`src/rtl/if_stage_fetch_pkg.sv`:
```
// Shared definitions for the instruction-fetch stage: fetch FSM encoding,
// the IF/ID bubble value and the PC increment.
package if_stage_fetch_pkg;

    typedef enum logic [1:0] {
        S_REQ  = 2'd0,
        S_HOLD = 2'd1,
        S_DROP = 2'd2
    } fetch_state_t;

    localparam logic [31:0] PC_INC       = 32'd4;
    localparam logic [31:0] BUBBLE_PC    = 32'h0000_0000;
    localparam logic [31:0] BUBBLE_INSTR = 32'h0000_0000;
    localparam logic        BUBBLE_VALID = 1'b0;

endpackage

```
`src/rtl/if_stage_fetch_if_id_reg.sv`:
```
// IF/ID pipeline register. A bubble request beats a load; with neither
// asserted the register holds its contents.
module if_id_reg
    import if_stage_fetch_pkg::*;
#(
    parameter int ADDR_W  = 32,
    parameter int INSTR_W = 32
) (
    input  logic               clk,
    input  logic               rst,
    input  logic               load,
    input  logic               bubble,
    input  logic [ADDR_W-1:0]  pc_d,
    input  logic [INSTR_W-1:0] instr_d,
    output logic [ADDR_W-1:0]  if_id_pc,
    output logic [INSTR_W-1:0] if_id_instr,
    output logic               if_id_valid
);

    always_ff @(posedge clk or posedge rst) begin
        if (rst) begin
            if_id_pc    <= '0;
            if_id_instr <= '0;
            if_id_valid <= 1'b0;
        end else if (bubble) begin
            if_id_pc    <= ADDR_W'(BUBBLE_PC);
            if_id_instr <= INSTR_W'(BUBBLE_INSTR);
            if_id_valid <= BUBBLE_VALID;
        end else if (load) begin
            if_id_pc    <= pc_d;
            if_id_instr <= instr_d;
            if_id_valid <= 1'b1;
        end
    end

endmodule

```
`src/rtl/if_stage_fetch.sv`:
```
// Instruction fetch: PC, req/ack fetch FSM toward instruction memory,
// freeze and branch-redirect handling, feeding the IF/ID register.
//
// state  | meaning
// S_REQ  | request outstanding for req_addr; ack loads IF/ID (or parks data if frozen)
// S_HOLD | fetched word parked in hold_buf while frozen; no request
// S_DROP | request outstanding for a squashed address; its data will be discarded
module if_stage_fetch
    import if_stage_fetch_pkg::*;
#(
    parameter int                ADDR_W   = 32,
    parameter int                INSTR_W  = 32,
    parameter logic [ADDR_W-1:0] RESET_PC = '0
) (
    input  logic               clk,
    input  logic               rst,
    input  logic               freeze,
    input  logic               branch_taken,
    input  logic [ADDR_W-1:0]  branch_addr,
    output logic               imem_req,
    output logic [ADDR_W-1:0]  imem_addr,
    input  logic               imem_ack,
    input  logic [INSTR_W-1:0] imem_rdata,
    output logic [ADDR_W-1:0]  if_id_pc,
    output logic [INSTR_W-1:0] if_id_instr,
    output logic               if_id_valid
);

    fetch_state_t       state, state_n;
    logic [ADDR_W-1:0]  pc, pc_n;
    logic [ADDR_W-1:0]  req_addr, req_addr_n;
    logic [INSTR_W-1:0] hold_buf, hold_buf_n;
    logic [ADDR_W-1:0]  next_addr;
    logic               id_load, id_bubble;
    logic [INSTR_W-1:0] id_instr;

    assign next_addr = req_addr + ADDR_W'(PC_INC);
    assign imem_req  = !rst && (state == S_REQ || state == S_DROP);
    assign imem_addr = req_addr;

    always_ff @(posedge clk or posedge rst) begin
        if (rst) begin
            state    <= S_REQ;
            pc       <= RESET_PC;
            req_addr <= RESET_PC;
            hold_buf <= '0;
        end else begin
            state    <= state_n;
            pc       <= pc_n;
            req_addr <= req_addr_n;
            hold_buf <= hold_buf_n;
        end
    end

    always_comb begin
        state_n    = state;
        pc_n       = pc;
        req_addr_n = req_addr;
        hold_buf_n = hold_buf;
        id_load    = 1'b0;
        id_bubble  = 1'b0;
        id_instr   = imem_rdata;

        if (branch_taken) begin
            id_bubble  = 1'b1;
            pc_n       = branch_addr;
            hold_buf_n = '0;
            // An unanswered request must keep its address on the bus, so
            // it is retired via S_DROP before the target is fetched.
            if ((state == S_REQ || state == S_DROP) && !imem_ack) begin
                state_n = S_DROP;
            end else begin
                req_addr_n = branch_addr;
                state_n    = S_REQ;
            end
        end else begin
            case (state)
                S_REQ: begin
                    if (imem_ack) begin
                        if (!freeze) begin
                            id_load    = 1'b1;
                            pc_n       = next_addr;
                            req_addr_n = next_addr;
                        end else begin
                            hold_buf_n = imem_rdata;
                            state_n    = S_HOLD;
                        end
                    end else if (!freeze) begin
                        id_bubble = 1'b1;
                    end
                end
                S_HOLD: begin
                    if (!freeze) begin
                        id_load    = 1'b1;
                        id_instr   = hold_buf;
                        pc_n       = next_addr;
                        req_addr_n = next_addr;
                        state_n    = S_REQ;
                    end
                end
                S_DROP: begin
                    if (imem_ack) begin
                        req_addr_n = pc;
                        state_n    = S_REQ;
                    end
                    if (!freeze) begin
                        id_bubble = 1'b1;
                    end
                end
                default: begin
                    state_n = S_REQ;
                end
            endcase
        end
    end

    if_id_reg #(
        .ADDR_W  (ADDR_W),
        .INSTR_W (INSTR_W)
    ) u_if_id_reg (
        .clk         (clk),
        .rst         (rst),
        .load        (id_load),
        .bubble      (id_bubble),
        .pc_d        (next_addr),
        .instr_d     (id_instr),
        .if_id_pc    (if_id_pc),
        .if_id_instr (if_id_instr),
        .if_id_valid (if_id_valid)
    );

endmodule

```
`config.mk`:
```
export PLATFORM = sky130hd
export DESIGN_NAME = if_stage_fetch
export DESIGN_NICKNAME = d
export VERILOG_FILES = /design/src/rtl/if_stage_fetch_pkg.sv /design/src/rtl/if_stage_fetch_if_id_reg.sv /design/src/rtl/if_stage_fetch.sv
export SDC_FILE = /design/constraint.sdc
export NUM_CORES = 1
export LEC_CHECK = 0
export CORE_UTILIZATION = 50
export DETAILED_ROUTE_END_ITERATION = 6
export PLACE_DENSITY_LB_ADDON = 0.08
export SLEW_MARGIN = 0
export SYNTH_ARGS = -nofsm -noshare
export SYNTH_HDL_FRONTEND = slang
export SYNTH_SLANG_ARGS = --single-unit
```
`constraint.sdc`:
```
create_clock -name clk -period 5.61 [get_ports clk]
set_input_delay 0.8415 -clock clk [delete_from_list [all_inputs] [get_ports clk]]
set_output_delay 0.8415 -clock clk [all_outputs]
set_load 0.02 [all_outputs]
```
Yosys cells after proc, flatten, opt, wreduce, memory -nomap -nowiden
Cells that the tools add are included.

Input bits: 69. Register bits: 163. Logic and storage cells: 66. Output and inout bits: 98.

Add/subtract/negate cells: 1. Reductions and logical operators: 15. Multiplexer cells: 36. Equal/unequal tests: 7.

Operators with widths (number): two-way mux 32 bit (18); one-hot mux 32 bit (3 select lines) (1); one-hot mux 32 bit (2 select lines) (1); adder 32 x 3 -> 32 bit (second input constant) (1); two-way mux 2 bit (6); != test 3 bit (second input constant) (4); AND reduction 4 bit (2); two-way mux 1 bit (7); one-hot mux 2 bit (3 select lines) (1); nonzero test 2 bit (3); one-hot mux 1 bit (2 select lines) (2); AND reduction 2 bit (2); nonzero test 4 bit (1); nonzero test 3 bit (1); == test 2 x 1 -> 1 bit (second input constant) (1); == test 2 bit (second input constant) (1); logical AND 1 bit (2); logical NOT 1 bit (2); logical NOT 2 bit (1); != test 2 bit (second input constant) (1); logical OR 1 bit (1).

Depth between registers and ports, before layout
Gate-level depths: netlist (run 1).

Depth in word-level cells: 6. Depth in mapped cells: 10. Depth with buffers taken out: 7.

Cells and area by module
Synthesis (run 1) repeated with hierarchy kept, for this count alone.

Cell total of the unflattened synthesis: 803. Area total of the unflattened synthesis: 8466.9 um^2.

Modules (own cells, without submodules): if_stage_fetch (seq. area each 2452.4 um^2, cells each 593, area an instance 5826.8 um^2, times used 1); if_id_reg (seq. area each 1626.6 um^2, cells each 210, area an instance 2640.0 um^2, times used 1).

Worst setup path before layout (run 1)
No wires, ideal clock.

Kind: input to register. Start point: input imem_ack. End point: register pc[20]. Path slack: 3.189 ns. Arrival: 2.356 ns. Stages on the path: 7. Required time: 5.546 ns. Library setup time: 0.064 ns. Buffers on the path: 2. Path through: clkbuf_1 > nand2_1 > a21oi_1 > clkbuf_1 > nor2_1 > a311oi_1 > a21o_1.

Word-level cells in the longest chain between the ends: 2.

RTL lines: start, declared (RTL line if_stage_fetch.sv:22) `input logic imem_ack,`; != test 3 bit (no source line); AND reduction 2 bit (no source line); end signal, assigned (RTL line if_stage_fetch.sv:49) `pc <= pc_n;`; end, declared (RTL line if_stage_fetch.sv:30) `logic [ADDR_W-1:0] pc, pc_n;`.

No other way between the ends. A chain may end at the register's enable or synchronous reset.

Worst setup path after layout (run 1)
Start point: input imem_ack. End point: register u_if_id_reg.if_id_instr[2].

Word-level cells in the longest chain between the ends: 4. Elaborated cells between the ends (all ways): 8. Classes of those cells: 7 x mux; 1 x reduce/logical.

RTL lines: two-way mux 1 bit (RTL line if_stage_fetch.sv:79) `if (imem_ack) begin`; one-hot mux 1 bit (2 select lines) (RTL line if_stage_fetch.sv:77) `case (state)`; two-way mux 1 bit (RTL line if_stage_fetch.sv:64) `if (branch_taken) begin`; two-way mux 32 bit / nonzero test 2 bit (equally long branches); end signal, assigned (RTL line if_stage_fetch_if_id_reg.sv:27) `if_id_instr <= INSTR_W'(BUBBLE_INSTR);`; end signal, assigned (RTL line if_stage_fetch_if_id_reg.sv:31) `if_id_instr <= instr_d;`; end, declared (RTL line if_stage_fetch_if_id_reg.sv:16) `output logic [INSTR_W-1:0] if_id_instr,`.

Parallel ways exist; a longest one is shown, timed or not.

==> flow_metrics.env, run 1 <==
export IMPL_avgSynthCellArea_um2=9.78
export IMPL_final_nets=1021
export IMPL_die_h_um=128
export IMPL_ys_ff_latch=163
export IMPL_netlist_instances=814
export IMPL_clk_latency_ns=0.43
export IMPL_hold_buffers=0
export IMPL_antenna_found_initial=0
export IMPL_synth_area_leaders="dfrtp_1 (51%), o21ai_0 (6.5%), mux2i_1 (5.2%)"
export IMPL_grt_usage_pct=29.5
export IMPL_antenna_left=0
export IMPL_path_class="in -> reg"
export IMPL_cts_root_buf="clkbuf_16"
export IMPL_dp_hpwl_mm=14.9
export IMPL_whs_ns=0.480
export IMPL_violations="design-rule violations"
export IMPL_ys_top_cells_by_count="dfrtp_1 (163), o21ai_0 (103), nand2_1 (96), nor2_1 (50), clkbuf_1 (48)"
export IMPL_std_cell_rows=45
export IMPL_post_route_period_util_pct=58.5
export IMPL_initial_core_util_pct=51.8
export IMPL_run_status="finished with violations"
export IMPL_max_freq_mhz=305
export IMPL_vias=7182
export IMPL_yosysSeqAreaShare_pct=51.2
export IMPL_drive_above_1_share_pct=5.72
export IMPL_tightest_slew_ns=1.27
export IMPL_die_width_um=128
export IMPL_crit_buf_inv=3
export IMPL_ctsResizeCount=0
export IMPL_rsz0062_at_grt="false"
export IMPL_cts_buffer_depth=2
export IMPL_fin_crit_ns=3.28
export IMPL_yosysWarnings=0
export IMPL_synth_top_area_cell="dfrtp_1"
export IMPL_first_pass_iters=7
export IMPL_cp_top_family="buffers and inverters"
export IMPL_placement_io_buffers=166
export IMPL_grt_pass1_wl_mm=37.4
export IMPL_place_congestion=0.893
export IMPL_area_growth_pct=30.0
export IMPL_cts_setup_buffers=0
export IMPL_cp_end_kind="flop"
export IMPL_wirelength_mm=23.3
export IMPL_path_cells="clkdlybuf4s50_1, nand2_1, a21oi_2, buf_4, nand2_1, buf_4, o21ai_0"
export IMPL_powerDensity_nw_per_um2=373
export IMPL_grt_pass1_vias=7274
export IMPL_relSlewSlack_pct=15.4
export IMPL_grt_max_degree=88
export IMPL_skew_ns=0.00911
export IMPL_clkSinkCount=163
export IMPL_synth_main_ff_cell="dfrtp_1"
export IMPL_pre_cts_ws_ns=1.93
export IMPL_final_hold_viol_count=0
export IMPL_max_cap_violations=0
export IMPL_critPathRequiredTime_ns=5.94
export IMPL_setup_tns_final_ns=0
export IMPL_ir_worst_vdd_v=0.000242
export IMPL_core_um2=15400
export IMPL_slew_viol_final=0
export IMPL_htreeDepth=4
export IMPL_p_leak_nw=4.25
export IMPL_fp_dieArea_um2=16400
export IMPL_drc=1
export IMPL_cts_buffers=17
export IMPL_setup_ws_ns=2.33
export IMPL_fillers=1190
export IMPL_yosysMostFrequentCell="dfrtp_1"
export IMPL_ios=167
export IMPL_synthArstFlopShare_pct=100
export IMPL_n_antenna_cell=0
export IMPL_synth_fp_nets=887
export IMPL_wl_per_cell_um=19.9
export IMPL_max_stage_delay_ns=0.70
export IMPL_synth_edf_count=0
export IMPL_synth_top_area_share_pct=51.2
export IMPL_start_kind="input port"
export IMPL_hold_path_class="reg -> reg"
export IMPL_cts_tree="built"
export IMPL_worstPathMaxFanout=35
export IMPL_synth_area_um2=7960
export IMPL_cp_arrival_ns=3.61
export IMPL_slowest_stage="clkdlybuf4s50_1"
export IMPL_synth_distinct_cells=57
export IMPL_clk_pin_slew_ns=0.06
export IMPL_finalSetupViolCount=0
export IMPL_viasPerCell=6.13
export IMPL_grt_overflow_total=0
export IMPL_drtIter0Drc=745
[final cells by class]
type / instances / area (µm²) / share of cell area, %
tap: 211 / 264 / 2.55
sequential: 163 / 4080 / 39.4
clock inverter: 12 / 134 / 1.29
clock buffer: 20 / 437 / 4.22
timing repair buffer: 177 / 1740 / 16.8
inverter: 19 / 76.3 / 0.737
multi-input combinational: 570 / 3630 / 35.0
[cells by family after synthesis]
group                    count (synthesis)  synth area share, %
XOR/XNOR                                26                 2.86
flip-flops                             163                 51.2
adder cells (fa/ha/maj)                  4                0.628
multiplexers                            44                 5.58
buffers and inverters                   81                 3.88
AO/OA/AOI/OAI                          267                 22.3
AND/OR/NAND/NOR                        229                 13.6
[worst register-to-register path: cells and delay by family, from the launching register on]
family,cells,cell delay (ns)
AND/OR/NAND/NOR,2,1.54
adder cells (fa/ha/maj),1,0.41
AO/OA/AOI/OAI,1,0.27
buffers and inverters,2,0.57
flip-flops,1,0.38
[worst paths after layout]
check | cells past startpoint | start | slack [ns] | endpoint
max | 7 | imem_ack | 2.33 | u_if_id_reg.if_id_instr[2]
min | 2 | u_if_id_reg.if_id_instr[23] | 0.48 | u_if_id_reg.if_id_instr[23]
max reg2reg | 6 | state[0] | 2.35 | u_if_id_reg.if_id_instr[2]
min reg2reg | 2 | u_if_id_reg.if_id_instr[23] | 0.48 | u_if_id_reg.if_id_instr[23]
max in group asynchronous | 3 | rst | 3.50 | u_if_id_reg.if_id_pc[8]
min in group asynchronous | 2 | rst | 0.92 | u_if_id_reg.if_id_pc[3]
[per-stage QoR]
step / utilization [%] / area, µm² / power [W] / cells
global placement: 63.7 / 9780 / 0.00268 / 1140
detailed placement: 63.7 / 9780 / 0.00271 / 1140
global route: 67.4 / 10400 / 0.00404 / 1172
finish: 67.4 / 10400 / 0.00386 / 1172
floorplan: - / 7960 / 0.00220 / 814
CTS: 67.4 / 10400 / 0.00386 / 1172
[routing by layer]
metal | up-vias | part of all wire (%) | track usage, %
met3 | 50 | 6.4 | 4.42
met1 | 3557 | 43 | 38.4
met2 | 335 | 48 | 48.0
li1 | 3240 | - | -
met4 | 0 | 2.6 | 15.0
met5 | - | 0 | 0
[power breakdown]
group | internal (W) | total, W | switching [W]
Combinational | 0.000492 | 0.00113 | 0.000642
Sequential | 0.00134 | 0.00158 | 0.000240
Clock | 0.000656 | 0.00115 | 0.000490
[cells in the final DEF, fill, tap and decap left out, types with 8 or more instances in the layout]
| cell | synthesis | layout |
|---|---|---|
| clkdlybuf4s50_1 | 0 | 165 |
| dfrtp_1 | 163 | 163 |
| o21ai_0 | 103 | 103 |
| nand2_1 | 96 | 96 |
| nor2_1 | 50 | 50 |
| a22o_1 | 46 | 46 |
| mux2i_1 | 41 | 41 |
| a21oi_1 | 35 | 33 |
| xnor2_1 | 19 | 19 |
| nand3_1 | 18 | 18 |
| inv_1 | 18 | 17 |
| clkbuf_16 | 0 | 17 |
| and3_1 | 14 | 13 |
| buf_4 | 0 | 11 |
| nor3_1 | 11 | 10 |
| nor4_1 | 10 | 10 |
| o2bb2ai_1 | 10 | 10 |
| o22ai_1 | 10 | 9 |
| a21o_1 | 8 | 8 |
[flip-flops by register name, indices dropped and copies added (netlist names)]
| signal | count |
|---|---|
| u_if_id_reg.if_id_pc | 32 |
| u_if_id_reg.if_id_instr | 32 |
| hold_buf | 32 |
| u_if_id_reg.if_id_valid | 1 |
| pc | 32 |
| imem_addr | 32 |
| state | 2 |
(Power assumes the default switching activity.)
==> run 2: changes to the inputs <==
clock period = 3.2 ns   (was 5.61 ns; I/O delays follow)
==> flow_metrics.env, run 2 (synthesized netlist as in run 1, its figures left out) <==
export IMPL_run_status="finished clean"
export IMPL_tightest_slew_ns=0.968
export IMPL_max_freq_mhz=359
export IMPL_drc=0
export IMPL_p_leak_nw=4.37
export IMPL_r2r_start="imem_addr[11]"
export IMPL_antenna_left=0
export IMPL_rsz0062_at_grt="false"
export IMPL_grt_pass1_wl_mm=37.2
export IMPL_fillers=1177
export IMPL_cp_top_family="buffers and inverters"
export IMPL_layout_commonest_cell="clkdlybuf4s50_1"
export IMPL_n_antenna_cell=0
export IMPL_p_int_w=0.00457
export IMPL_final_hold_viol_count=0
export IMPL_clkPwrFrac_pct=31.4
export IMPL_clk_latency_ns=0.43
export IMPL_die_width_um=128
export IMPL_cp_num_cells=6
export IMPL_setup_tns_final_ns=0
export IMPL_routed_top_layer="met4"
export IMPL_clk_pin_slew_ns=0.06
export IMPL_crit_buf_inv=3
export IMPL_post_route_period_util_pct=87.1
export IMPL_worstPathMaxFanout=16
export IMPL_start_kind="flop"
export IMPL_p_sw_w=0.00238
export IMPL_slew_viol_final=0
export IMPL_skew_ns=0.00562
export IMPL_cts_root_buf="clkbuf_16"
export IMPL_vias=7193
export IMPL_cts_buffers=17
export IMPL_die_h_um=128
export IMPL_ctsResizeCount=0
export IMPL_antenna_found_initial=0
export IMPL_wirelength_mm=22.9
export IMPL_final_cell_mix="clkdlybuf4s50_1 (165), dfrtp_1 (163), o21ai_0 (103)"
export IMPL_fin_crit_ns=2.79
export IMPL_multiInputGateArea_um2=3620
export IMPL_regArea_um2=4080
export IMPL_hold_path_class="reg -> reg"
export IMPL_met2_length_mm=10.8
export IMPL_comb_power_share_pct=29.0
export IMPL_max_cap_violations=0
export IMPL_ff2ff_setup_slack_ns=0.57
export IMPL_powerDensity_nw_per_um2=660
export IMPL_route_met3_wl_mm=1.69
export IMPL_clkSinkCount=163
export IMPL_crit_path_start="state[0]"
export IMPL_viasPerCell=6.06
export IMPL_met1Wirelength_mm=9.85
export IMPL_switching_share_pct=34.3
export IMPL_grt_usage_pct=29.0
export IMPL_drtIter0Drc=747
export IMPL_finalSetupViolCount=0
export IMPL_wl_per_cell_um=19.3
export IMPL_core_um2=15400
export IMPL_final_nets=1036
export IMPL_placement_io_buffers=166
export IMPL_power_frac_seq_pct=39.6
export IMPL_dp_hpwl_mm=15.2
export IMPL_htreeDepth=4
export IMPL_first_pass_iters=6
export IMPL_std_cell_rows=45
export IMPL_grt_pass1_vias=7159
export IMPL_pre_cts_ws_ns=0.576
export IMPL_ir_worst_vdd_v=0.000479
export IMPL_path_cells="inv_1, ha_1, buf_4, nor2_1, nor2_1, clkdlybuf4s50_1"
export IMPL_initial_core_util_pct=51.8
export IMPL_final_area_um2=10500
export IMPL_path_class="reg -> out"
export IMPL_cts_setup_buffers=0
export IMPL_cts_buffer_depth=2
export IMPL_drive_above_1_share_pct=7.17
export IMPL_setup_ws_ns=0.413
export IMPL_r2r_end="pc[29]"
export IMPL_cts_tree="built"
export IMPL_grt_overflow_total=0
export IMPL_ios=167
export IMPL_max_stage_delay_ns=0.56
export IMPL_fp_dieArea_um2=16400
export IMPL_critPathRequiredTime_ns=2.72
export IMPL_cp_arrival_ns=2.31
export IMPL_cp_end_kind="primary output"
export IMPL_area_growth_pct=32.3
export IMPL_grt_max_degree=103
export IMPL_hold_buffers=0
export IMPL_cp_common_cell="nor2_1"
export IMPL_crit_end="imem_req"
export IMPL_relSlewSlack_pct=35.2
export IMPL_reg2reg_depth=5
export IMPL_place_congestion=0.893
export IMPL_slowest_stage="clkdlybuf4s50_1"
export IMPL_place_area_um2=9910
run 2: metrics by stage:
stage	hold slack [ns]	instances	power [W]	util, %
after floorplan	0.466	814	0.00386	-
after global placement	0.461	1155	0.00471	64.5
after detailed placement	0.470	1155	0.00477	64.5
after CTS	0.484	1187	0.00698	68.6
after global routing	0.500	1187	0.00727	68.6
final	0.479	1187	0.00696	68.6
run 2: how the worst min path moves through the flow:
stage / from / to / slack, ns / cells after the start
after floorplan: hold_buf[0] / hold_buf[0] / 0.47 / 1
after global placement: u_if_id_reg.if_id_instr[11] / u_if_id_reg.if_id_instr[11] / 0.46 / 2
after detailed placement: u_if_id_reg.if_id_instr[7] / u_if_id_reg.if_id_instr[7] / 0.47 / 2
after CTS: u_if_id_reg.if_id_instr[15] / u_if_id_reg.if_id_instr[15] / 0.48 / 2
after global routing: u_if_id_reg.if_id_pc[22] / u_if_id_reg.if_id_pc[22] / 0.50 / 2
final: u_if_id_reg.if_id_instr[15] / u_if_id_reg.if_id_instr[15] / 0.48 / 2
run 2: worst reg2reg max path, stage by stage, from the launching register on:
cell,delay (ns)
dfrtp_1,0.49
nand3_1,0.23
or3_1,0.61
or4_4,0.64
or4_1,0.49
nand3b_1,0.10
run 2: power groups by stage:
stage               clock (W)  sequential, W  combinational [W]
finish                0.00218        0.00276            0.00202
global route          0.00229        0.00280            0.00218
CTS                   0.00222        0.00275            0.00201
detailed placement          0        0.00278            0.00200
global placement            0        0.00275            0.00196
floorplan                   0        0.00292           0.000941
run 2: layer usage:
metal,up-vias,global-route usage [%]
li1,3278,-
met1,3534,39.6
met2,332,45.5
met3,49,6.26
met4,0,10.4
met5,-,0
run 2: layout make-up:
cell class / count / area share (%)
clock buffer: 21 / 4.27
clock inverter: 11 / 1.69
inverter: 19 / 0.712
multi-input combinational: 570 / 34.3
sequential: 163 / 38.7
tap: 211 / 2.50
timing repair buffer: 192 / 17.8
